--- config.mk ---
export PLATFORM = sky130hd
export DESIGN_NAME = pattern_pwm_bank
export DESIGN_NICKNAME = d
export VERILOG_FILES = /design/src/rtl/pattern_pwm_pkg.sv /design/src/rtl/pattern_pwm_chan.sv /design/src/rtl/pattern_pwm_bank.sv
export SDC_FILE = /design/constraint.sdc
export NUM_CORES = 2
export LEC_CHECK = 0
export BUFFER_PORTS_ARGS = -buffer_cell sky130_fd_sc_hd__buf_4
export CAP_MARGIN = 20
export CELL_PAD_IN_SITES_DETAIL_PLACEMENT = 1
export CELL_PAD_IN_SITES_GLOBAL_PLACEMENT = 1
export CORE_MARGIN = 1
export CORE_UTILIZATION = 35
export DETAILED_ROUTE_END_ITERATION = 12
export PLACE_DENSITY = 0.66
export SYNTH_ARGS = -nofsm -noshare
export SYNTH_HDL_FRONTEND = slang
export SYNTH_SLANG_ARGS = --single-unit
export TNS_END_PERCENT = 100
--- constraint.sdc ---
create_clock -name clk -period 5 [get_ports clk]
set_input_delay 0.5 -clock clk [delete_from_list [all_inputs] [get_ports clk]]
set_output_delay 0.5 -clock clk [all_outputs]
set_load 0.1 [all_outputs]
--- src/rtl/pattern_pwm_pkg.sv ---
// rtl/pattern_pwm_pkg.sv - shared states, default widths and config record for the pattern PWM bank
package pattern_pwm_pkg;

  localparam int DEF_NUM_CHANNELS = 4;
  localparam int DEF_PAT_WIDTH    = 32;
  localparam int DEF_DUTY_W       = 8;
  localparam int DEF_GAP_W        = 16;
  localparam int DEF_NUM_W        = 8;

  typedef enum logic [1:0] {
    ST_IDLE = 2'd0,
    ST_BIT  = 2'd1,
    ST_GAP  = 2'd2
  } pwm_state_e;

  // Register-map view of one channel's shadow configuration at default widths.
  typedef struct packed {
    logic [DEF_PAT_WIDTH-1:0] pat;
    logic [DEF_DUTY_W-1:0]    duty;
    logic [DEF_GAP_W-1:0]     gap;
    logic [DEF_NUM_W-1:0]     num;
`ifdef PATTERN_PWM_BANK_POLARITY_EN
    logic                     pol;
`endif
  } pwm_cfg_t;

endpackage

--- src/rtl/pattern_pwm_chan.sv ---
// rtl/pattern_pwm_chan.sv - one pattern PWM channel: shadow config, IDLE/BIT/GAP FSM, counters
module pattern_pwm_chan
  import pattern_pwm_pkg::*;
#(
  parameter int PAT_WIDTH = DEF_PAT_WIDTH,
  parameter int DUTY_W    = DEF_DUTY_W,
  parameter int GAP_W     = DEF_GAP_W,
  parameter int NUM_W     = DEF_NUM_W
) (
  input  logic                 clk,
  input  logic                 rst,
  input  logic                 cfg_we,
  input  logic [PAT_WIDTH-1:0] cfg_pat,
  input  logic [DUTY_W-1:0]    cfg_duty,
  input  logic [GAP_W-1:0]     cfg_gap,
  input  logic [NUM_W-1:0]     cfg_num,
`ifdef PATTERN_PWM_BANK_POLARITY_EN
  input  logic                 cfg_pol,
`endif
  input  logic                 start,
  input  logic                 stop,
  output logic                 pwm_out,
  output logic                 busy,
  output logic                 done
);

  localparam logic [1:0] S_IDLE = ST_IDLE;
  localparam logic [1:0] S_BIT  = ST_BIT;
  localparam logic [1:0] S_GAP  = ST_GAP;
  localparam int BCW = (PAT_WIDTH > 1) ? $clog2(PAT_WIDTH) : 1;

  logic [PAT_WIDTH-1:0] sh_pat, act_pat, shift_q;
  logic [DUTY_W-1:0]    sh_duty, act_duty, duty_cnt;
  logic [GAP_W-1:0]     sh_gap, act_gap, gap_cnt;
  logic [NUM_W-1:0]     sh_num, act_num, burst_cnt, burst_next;
  logic [BCW-1:0]       bit_cnt;
  logic [1:0]           state;
  logic                 pwm_q, done_q;
  logic                 duty_last, bit_last, gap_last, eob, run_over;

  // duty = 0 behaves as duty = 1: every clock ends the bit.
  assign duty_last  = (act_duty == '0) || (duty_cnt == act_duty - 1'b1);
  assign bit_last   = (bit_cnt == BCW'(PAT_WIDTH - 1));
  assign gap_last   = (gap_cnt == act_gap - 1'b1);
  assign eob        = ((state == S_BIT) && duty_last && bit_last && (act_gap == '0))
                   || ((state == S_GAP) && gap_last);
  assign burst_next = burst_cnt + 1'b1;
  assign run_over   = (act_num != '0) && (burst_next == act_num);

  always_ff @(posedge clk) begin
    if (rst) begin
      sh_pat    <= '0;
      sh_duty   <= DUTY_W'(1);
      sh_gap    <= '0;
      sh_num    <= NUM_W'(1);
      act_pat   <= '0;
      act_duty  <= DUTY_W'(1);
      act_gap   <= '0;
      act_num   <= NUM_W'(1);
      shift_q   <= '0;
      duty_cnt  <= '0;
      gap_cnt   <= '0;
      burst_cnt <= '0;
      bit_cnt   <= '0;
      state     <= S_IDLE;
      pwm_q     <= 1'b0;
      done_q    <= 1'b0;
    end else begin
      done_q <= 1'b0;
      // Shadow only; the running burst keeps its own active copy.
      if (cfg_we) begin
        sh_pat  <= cfg_pat;
        sh_duty <= cfg_duty;
        sh_gap  <= cfg_gap;
        sh_num  <= cfg_num;
      end
      if (stop) begin
        state <= S_IDLE;
        pwm_q <= 1'b0;
      end else if (eob) begin
        burst_cnt <= burst_next;
        if (run_over) begin
          state  <= S_IDLE;
          pwm_q  <= 1'b0;
          done_q <= 1'b1;
        end else begin
          state    <= S_BIT;
          shift_q  <= act_pat;
          pwm_q    <= act_pat[PAT_WIDTH-1];
          bit_cnt  <= '0;
          duty_cnt <= '0;
        end
      end else begin
        case (state)
          S_IDLE: begin
            if (start) begin
              act_pat   <= sh_pat;
              act_duty  <= sh_duty;
              act_gap   <= sh_gap;
              act_num   <= sh_num;
              shift_q   <= sh_pat;
              pwm_q     <= sh_pat[PAT_WIDTH-1];
              duty_cnt  <= '0;
              bit_cnt   <= '0;
              burst_cnt <= '0;
              state     <= S_BIT;
            end
          end
          S_BIT: begin
            if (duty_last) begin
              duty_cnt <= '0;
              if (bit_last) begin
                state   <= S_GAP;
                gap_cnt <= '0;
                pwm_q   <= 1'b0;
              end else begin
                shift_q <= shift_q << 1;
                bit_cnt <= bit_cnt + 1'b1;
                pwm_q   <= shift_q[PAT_WIDTH-2];
              end
            end else begin
              duty_cnt <= duty_cnt + 1'b1;
            end
          end
          S_GAP: begin
            gap_cnt <= gap_cnt + 1'b1;
          end
          default: state <= S_IDLE;
        endcase
      end
    end
  end

  assign busy = (state != S_IDLE);
  assign done = done_q;

`ifdef PATTERN_PWM_BANK_POLARITY_EN
  logic sh_pol, act_pol;

  always_ff @(posedge clk) begin
    if (rst) begin
      sh_pol  <= 1'b0;
      act_pol <= 1'b0;
    end else begin
      if (cfg_we) sh_pol <= cfg_pol;
      if (!stop && (state == S_IDLE) && start) act_pol <= sh_pol;
    end
  end

  // Idle level follows the shadow so the line settles before the next start.
  assign pwm_out = pwm_q ^ (busy ? act_pol : sh_pol);
`else
  assign pwm_out = pwm_q;
`endif

endmodule

--- src/rtl/pattern_pwm_bank.sv ---
// rtl/pattern_pwm_bank.sv - multi-channel pattern PWM bank top; optional PATTERN_PWM_BANK_POLARITY_EN adds cfg_pol
module pattern_pwm_bank
  import pattern_pwm_pkg::*;
#(
  parameter int NUM_CHANNELS = DEF_NUM_CHANNELS,
  parameter int PAT_WIDTH    = DEF_PAT_WIDTH,
  parameter int DUTY_W       = DEF_DUTY_W,
  parameter int GAP_W        = DEF_GAP_W,
  parameter int NUM_W        = DEF_NUM_W
) (
  input  logic                    clk,
  input  logic                    rst,
  input  logic                    cfg_we,
  input  logic [(NUM_CHANNELS > 1 ? $clog2(NUM_CHANNELS) : 1)-1:0] cfg_ch,
  input  logic [PAT_WIDTH-1:0]    cfg_pat,
  input  logic [DUTY_W-1:0]       cfg_duty,
  input  logic [GAP_W-1:0]        cfg_gap,
  input  logic [NUM_W-1:0]        cfg_num,
`ifdef PATTERN_PWM_BANK_POLARITY_EN
  input  logic                    cfg_pol,
`endif
  input  logic [NUM_CHANNELS-1:0] start_mask,
  input  logic [NUM_CHANNELS-1:0] stop_mask,
  output logic [NUM_CHANNELS-1:0] pwm_out,
  output logic [NUM_CHANNELS-1:0] busy,
  output logic [NUM_CHANNELS-1:0] done
);

  for (genvar i = 0; i < NUM_CHANNELS; i++) begin : g_chan
    logic ch_we;

    // Channel indices beyond NUM_CHANNELS-1 match no instance and are dropped.
    assign ch_we = cfg_we && (int'(cfg_ch) == i);

    pattern_pwm_chan #(
      .PAT_WIDTH (PAT_WIDTH),
      .DUTY_W    (DUTY_W),
      .GAP_W     (GAP_W),
      .NUM_W     (NUM_W)
    ) u_chan (
      .clk      (clk),
      .rst      (rst),
      .cfg_we   (ch_we),
      .cfg_pat  (cfg_pat),
      .cfg_duty (cfg_duty),
      .cfg_gap  (cfg_gap),
      .cfg_num  (cfg_num),
`ifdef PATTERN_PWM_BANK_POLARITY_EN
      .cfg_pol  (cfg_pol),
`endif
      .start    (start_mask[i]),
      .stop     (stop_mask[i]),
      .pwm_out  (pwm_out[i]),
      .busy     (busy[i]),
      .done     (done[i])
    );
  end

endmodule

; ---- Word-level counts from Yosys, hierarchy flattened
; Index checks and enable logic that the tools add are counted.
[classes]
addsub = 24
eq_ne = 59
n_mux = 140
bitwise_logic = 8
reduce_logical = 105
[op_table]
columns = op, count
row1 = 31-bit 2-to-1 mux, 20
row2 = 31-bit one-hot mux with 2 select lines, 4
row3 = 8-bit 2-to-1 mux, 24
row4 = 16-bit 2-to-1 mux, 8
row5 = 16-bit one-hot mux with 2 select lines, 4
row6 = 5-bit 2-to-1 mux, 20
row7 = "16-bit by 1-bit adder with 16-bit output, second input constant", 4
row8 = "8-bit by 1-bit adder with 8-bit output, second input constant", 8
row9 = 16-bit equality test, 4
row10 = 8-bit equality test, 8
row11 = 16-bit zero test, 4
row12 = 8-bit one-hot mux with 2 select lines, 4
row13 = "16-bit by 1-bit subtractor with 16-bit output, second input constant", 4
row14 = 4-bit AND reduction, 12
row15 = 5-bit one-hot mux with 2 select lines, 4
row16 = 8-bit zero test, 4
row17 = 2-bit 2-to-1 mux, 16
row18 = 2-bit nonzero test, 16
row19 = 8-bit nonzero test, 4
row20 = "8-bit by 1-bit subtractor with 8-bit output, second input constant", 4
row21 = 1-bit 2-to-1 mux, 28
row22 = 1-bit logical AND, 24
row23 = "2-bit by 1-bit inequality test with 1-bit output, second input constant", 12
row24 = "3-bit by 1-bit inequality test with 1-bit output, second input constant", 8
row25 = other kinds (18), 88
[word_totals]
reg_bits = 800
inputBits = 77
output_inout_bits = 12
elab_cells = 400

; ---- Logic depth before layout (Yosys ltp)
[depth]
word_depth = 9
mapped_depth = 16

; ---- Cells and area by module
; A second synthesis with hierarchy kept.
[unflattened]
hier_cells = 4773
hier_area_um2 = 38612.0
[modules_own_cells]
columns = module, n_inst, cells_per_inst, area_per_inst_um2, seq_area_each_um2
row1 = pattern_pwm_chan (g_chan[3].u_chan), 1, 1209, 9766.9, 4003.8
row2 = pattern_pwm_chan (g_chan[2].u_chan), 1, 1204, 9746.8, 4003.8
row3 = pattern_pwm_chan (g_chan[1].u_chan), 1, 1185, 9601.7, 4003.8
row4 = pattern_pwm_chan (g_chan[0].u_chan), 1, 1171, 9459.1, 4003.8
row5 = pattern_pwm_bank, 1, 4, 37.5, 0.0

; ---- Least setup slack after synthesis
; No wires, ideal clock.
[synth_path]
path_kind = reg-to-reg
startpoint = register g_chan[1].u_chan.act_gap[3]
endpoint = register g_chan[1].u_chan.shift_q[10]
arrival_time_ns = 3.537
setup_slack_ns = 1.335
path_stages_with_launch = 13
synth_period_minus_slack_ns = 3.665
path_cell_list = dfxtp_1 clkbuf_1 nor4_4 nand3_1 or4_1 a21o_1 nor4_2 or2_1 buf_2 mux2i_2 buf_2 mux2i_1 nor2_1
[synth_via]
elab_chain_cells = 6
word_cells_on_any_way = 13
cone_classes = add/sub (1) / eq/ne (5) / mux (1) / reduce/logical (6)
[synth_lines]
columns = item, line_no
row1 = from (decl), pattern_pwm_chan.sv:34  ; logic [GAP_W-1:0] sh_gap, act_gap, gap_cnt;
row2 = from (signal assigned), pattern_pwm_chan.sv:99  ; act_gap <= sh_gap;
row3 = 16-bit by 1-bit subtractor with 16-bit output, pattern_pwm_chan.sv:44  ; assign gap_last = (gap_cnt == act_gap - 1'b1);
row4 = 16-bit equality test, pattern_pwm_chan.sv:44
row5 = 1-bit logical AND, pattern_pwm_chan.sv:46  ; || ((state == S_GAP) && gap_last);
row6 = 1-bit logical OR *, pattern_pwm_chan.sv:46
row7 = 3-bit inequality test (no line) (tied with other cells), --
row8 = 6-bit AND reduction (no line), --
row9 = to (signal assigned), pattern_pwm_chan.sv:88  ; shift_q <= act_pat;
row10 = to (signal assigned), pattern_pwm_chan.sv:101  ; shift_q <= sh_pat;
row11 = to (signal assigned), pattern_pwm_chan.sv:117  ; shift_q <= shift_q << 1;
row12 = to (decl), pattern_pwm_chan.sv:32  ; logic [PAT_WIDTH-1:0] sh_pat, act_pat, shift_q;
; Mark *: on every way between the ends. The rest lies on a longest branch, timed or not.
; A chain may end at the register's enable or synchronous reset.

; ---- Worst setup path in the final report
[layout_path]
startpoint = register g_chan[3].u_chan.act_gap[0]
endpoint = register g_chan[3].u_chan.shift_q[11]
[layout_via]
elab_chain_cells = 6
word_cells_on_any_way = 13
cone_classes = add/sub (1) / eq/ne (5) / mux (1) / reduce/logical (6)
[layout_lines]
columns = item, line_no
row1 = from (decl), pattern_pwm_chan.sv:34
row2 = from (signal assigned), pattern_pwm_chan.sv:99
row3 = 16-bit by 1-bit subtractor with 16-bit output, pattern_pwm_chan.sv:44
row4 = 16-bit equality test, pattern_pwm_chan.sv:44
row5 = 1-bit logical AND, pattern_pwm_chan.sv:46
row6 = 1-bit logical OR *, pattern_pwm_chan.sv:46
row7 = 3-bit inequality test (no line) (tied with other cells), --
row8 = 6-bit AND reduction (no line), --
row9 = to (signal assigned), pattern_pwm_chan.sv:88
row10 = to (signal assigned), pattern_pwm_chan.sv:101
row11 = to (signal assigned), pattern_pwm_chan.sv:117
row12 = to (decl), pattern_pwm_chan.sv:32
; Marks and branches as above.

==> results_dict.tcl <==
set metrics [dict create \
    period_share_pct 83.3 \
    powerDensity_mw_per_mm2 339 \
    synthesis.area_mm2 0.0380 \
    r2r_cells 12 \
    cp_num_buf_inv 2 \
    r2r_slack_ps 840 \
    drive_above_1_share_pct 9.26 \
    hp-class "in -> reg" \
    gp_congestion 0.861 \
    fmax_mhz 240 \
    criticalPathCategory "reg -> reg" \
    crit_arrival_ps 4670 \
    die_height_um 331 \
    wire_per_inst_um 19.6 \
    p_leak_uw 0.0161 \
    seq_area_frac_synth_pct 42.2 \
    drtIter0Drc 1686 \
    fin_crit_ps 4160 \
    synth_xor_area_share_pct 4.87 \
    synth_top_cell_by_area "dfxtp_1" \
    power.share.sequential_pct 45.6 \
    syn_inst 4495 \
    postCtsSetupBuffers 0 \
    drv_slew 0 \
    top_layer "met5" \
    drt_wl_total_um 115000 \
    cp-start-kind "flop" \
    route.detailed.drc 0 \
    cts_tree "built" \
    routed-wl-met3_um 4200 \
    cts_made_buffers 92 \
    swShare_pct 25.6 \
    grt_pass1_wl_um 183000 \
    endpoint_kind "flop" \
    synth_top_family_by_area "simple AND/OR/NAND/NOR gates" \
    root_buffer "clkbuf_16" \
    cp_slowest_stage_delay_ps 580 \
    nets 4555 \
    fp.dieW_um 331 \
    cts_resized 0 \
    yosysMostFrequentCell "dfxtp_1" \
    synthSimpleGateAreaFrac_pct 20.8 \
    synth_edf_count 0 \
    crit_fanout 39 \
    yosysTopAreaCellShare_pct 42.2 \
    clock_latency_ps 670 \
    setup_viol 0 \
    cpMaxStageDelayCell "or4_4" \
    rr_endpoint "g_chan[3].u_chan.shift_q[11]$_SDFFE_PP0P_" \
    tightest_slew_ps 1040 \
    cts_sinks 800 \
    row_count 120 \
    final_antenna_net_count 0 \
    synth_mux_area_share_pct 14.3 \
    routedLengthMet1_um 53700 \
    grt_pass1_vias 32200 \
    switching_power_uw 3700 \
    gr-total-overflow 0 \
    cts.clk_slew.worst_paths_ps 60 \
    maxSlewHeadroom_pct 30.5 \
    pre_cts_ws_ps 885 \
    ys_warn_count 0 \
    cts_hold_buf 0 \
    holdPathEnd "g_chan[0].u_chan.state[0]$_SDFFE_PP0P_" \
    peakVddDrop_uv 240 \
    tns_ps 0 \
    ys.flop_type "dfxtp_1" \
    async_reset_ff_share_pct 0 \
    synth-seq-cells 800 \
    cp_data_required_time_ps 5510 \
    p_int_uw 10700 \
    start_util_pct 35.4 \
    ys_types 95 \
    comb_power_share_pct 8.8 \
    maxCapViolations 0 \
    synth_fa_ha_area_share_pct 1.71 \
    wl_met2_um 54900 \
    ios 89 \
    cts_htree_levels 3 \
    syn_avg_cell_area_um2 8.44 \
    antenna_found_initial 4 \
    hold_violations 0 \
    syn2layout_area_growth_pct 12.3 \
    portBuffers 88 \
    vias 31600 \
    grt_max_degree 201 \
    cp-startpoint "g_chan[3].u_chan.act_gap[0]$_SDFFE_PP0P_" \
    dpl.hpwl_um 75900 \
    p_clk_share_pct 45.5 \
    rsz0062_at_grt "no" \
    synth_nets 4624 \
    vias_per_cell 5.36 \
    finClkSkew_ps 18.0 \
    hold_path_startpoint "stop_mask[0]" \
    worst_slack_ps 835 \
    ys_top_cells_by_count "800 x dfxtp_1, 750 x nand2_1, 461 x nor2_1" \
    fp.dieArea_mm2 0.110 \
    crit_chain "inv_1 > ha_1 > or3b_1 > nor4_1 > xnor2_1 > o211ai_1 > or4_4 > and3_1 > a211oi_4 > buf_4 > mux2i_1 > nor2_1" \
    cp_top_family "simple AND/OR/NAND/NOR gates" \
    synth_area_leaders "dfxtp_1 42%, mux2i_1 10%, nand2_1 7.4%, a21oi_1 5.6%, nor2_1 4.6%" \
    first_pass_iters 6 \
    hold_depth 2 \
    whs_ps 132 \
    clk_path_buf_depth 3 \
    grt_use_total_pct 20.6 \
    status "completed" \
    synth_compound_area_share_pct 12.0 \
    r2r-start "g_chan[3].u_chan.act_gap[0]$_SDFFE_PP0P_" \
    core_mm2 0.107 \
]
how the worst max path moves through the flow:
stage	to	slack [ps]	depth (start not counted)
2_1_floorplan	g_chan[1].u_chan.shift_q[10]$_SDFFE_PP0P_	1340	12
3_5_place_dp	g_chan[1].u_chan.shift_q[1]$_SDFFE_PP0P_	890	10
6_report	g_chan[3].u_chan.shift_q[11]$_SDFFE_PP0P_	840	12
4_1_cts	g_chan[3].u_chan.shift_q[11]$_SDFFE_PP0P_	850	12
3_3_place_gp	g_chan[3].u_chan.bit_cnt[2]$_SDFFE_PP0P_	1000	10
5_1_grt	g_chan[1].u_chan.shift_q[15]$_SDFFE_PP0P_	620	10
cell usage in the layout (no fill, tap or decap), types with 44 or more instances in the layout:
cell type | synthesis | layout
mux2_1 | 44 | 44
nor3_1 | 96 | 94
xor2_1 | 83 | 83
a21oi_1 | 421 | 421
clkbuf_16 | 0 | 94
dfxtp_1 | 800 | 800
mux2i_1 | 397 | 397
inv_1 | 59 | 58
o21ai_0 | 167 | 167
nor2_1 | 461 | 459
nor4_1 | 47 | 47
nand2_1 | 750 | 750
xnor2_1 | 120 | 120
mux2_2 | 83 | 83
buf_4 | 15 | 141
nand3_1 | 104 | 103
ha_1 | 52 | 48
sequential cells by signal, indices dropped and copies added (netlist names):
signal,cells
g_chan.u_chan.act_duty,32
g_chan.u_chan.act_gap,64
g_chan.u_chan.act_num,32
g_chan.u_chan.act_pat,128
g_chan.u_chan.bit_cnt,20
g_chan.u_chan.burst_cnt,32
g_chan.u_chan.done,4
g_chan.u_chan.duty_cnt,32
g_chan.u_chan.gap_cnt,64
g_chan.u_chan.pwm_out,4
g_chan.u_chan.sh_duty,32
g_chan.u_chan.sh_gap,64
g_chan.u_chan.sh_num,32
g_chan.u_chan.sh_pat,128
g_chan.u_chan.shift_q,124
g_chan.u_chan.state,8
layout make-up:
cell class,instances,area (um^2)
diodes,1,2.50
clock buffers,134,2640
clock inverters,27,260
fillers,12700,64700
inverters,59,221
multi-input cells,3323,20500
flip-flops and latches,800,16000
well taps,1403,1760
repair buffers,150,1240
per-stage QoR:
stage	utilization, %	instance area (um^2)	std cells	total power, uW
CTS	39.7	42600	5895	14600
global route	39.7	42600	5896	15000
global placement	37.0	39700	5734	7990
finish	39.7	42600	5897	14400
detailed placement	37.0	39700	5734	8010
floorplan	-	38000	4495	7560
worst register-to-register path, delay by kind of cell (launching register included):
family	cells	cell delay (ps)
AND/OR/NAND/NOR	5	1800
adder cells (fa/ha/maj)	1	280
AO/OA/AOI/OAI	2	380
multiplexers	1	340
XOR/XNOR	1	200
flip-flops	1	360
buffers and inverters	2	650
metal layers:
layer  GRT usage, %  up-vias
li1               -    15400
met1           26.9    15700
met2           35.3      422
met3           3.15      144
met4           5.48        6
met5              0        -
kinds of logic (layout without fill, tap and decap cells):
logic type / after synthesis / after routing
adders and majority gates: 52 / 52
muxes: 525 / 525
buffers and inverters: 372 / 370
AOI/OAI and AO/OA: 791 / 791
and+or+nand+nor: 1749 / 1749
xor gates and xnor gates: 206 / 206
other: 0 / 1
DFF: 800 / 800
power by group through the flow:
stage                     Combinational (uW)  Clock, uW  Sequential (uW)
after floorplan                          869          0             6700
after global placement                  1270          0             6730
after detailed placement                1280          0             6730
after CTS                               1290       6760             6590
after global routing                    1380       7020             6610
final                                   1280       6580             6590
No activity file was read; power rests on OpenSTA's default activity.
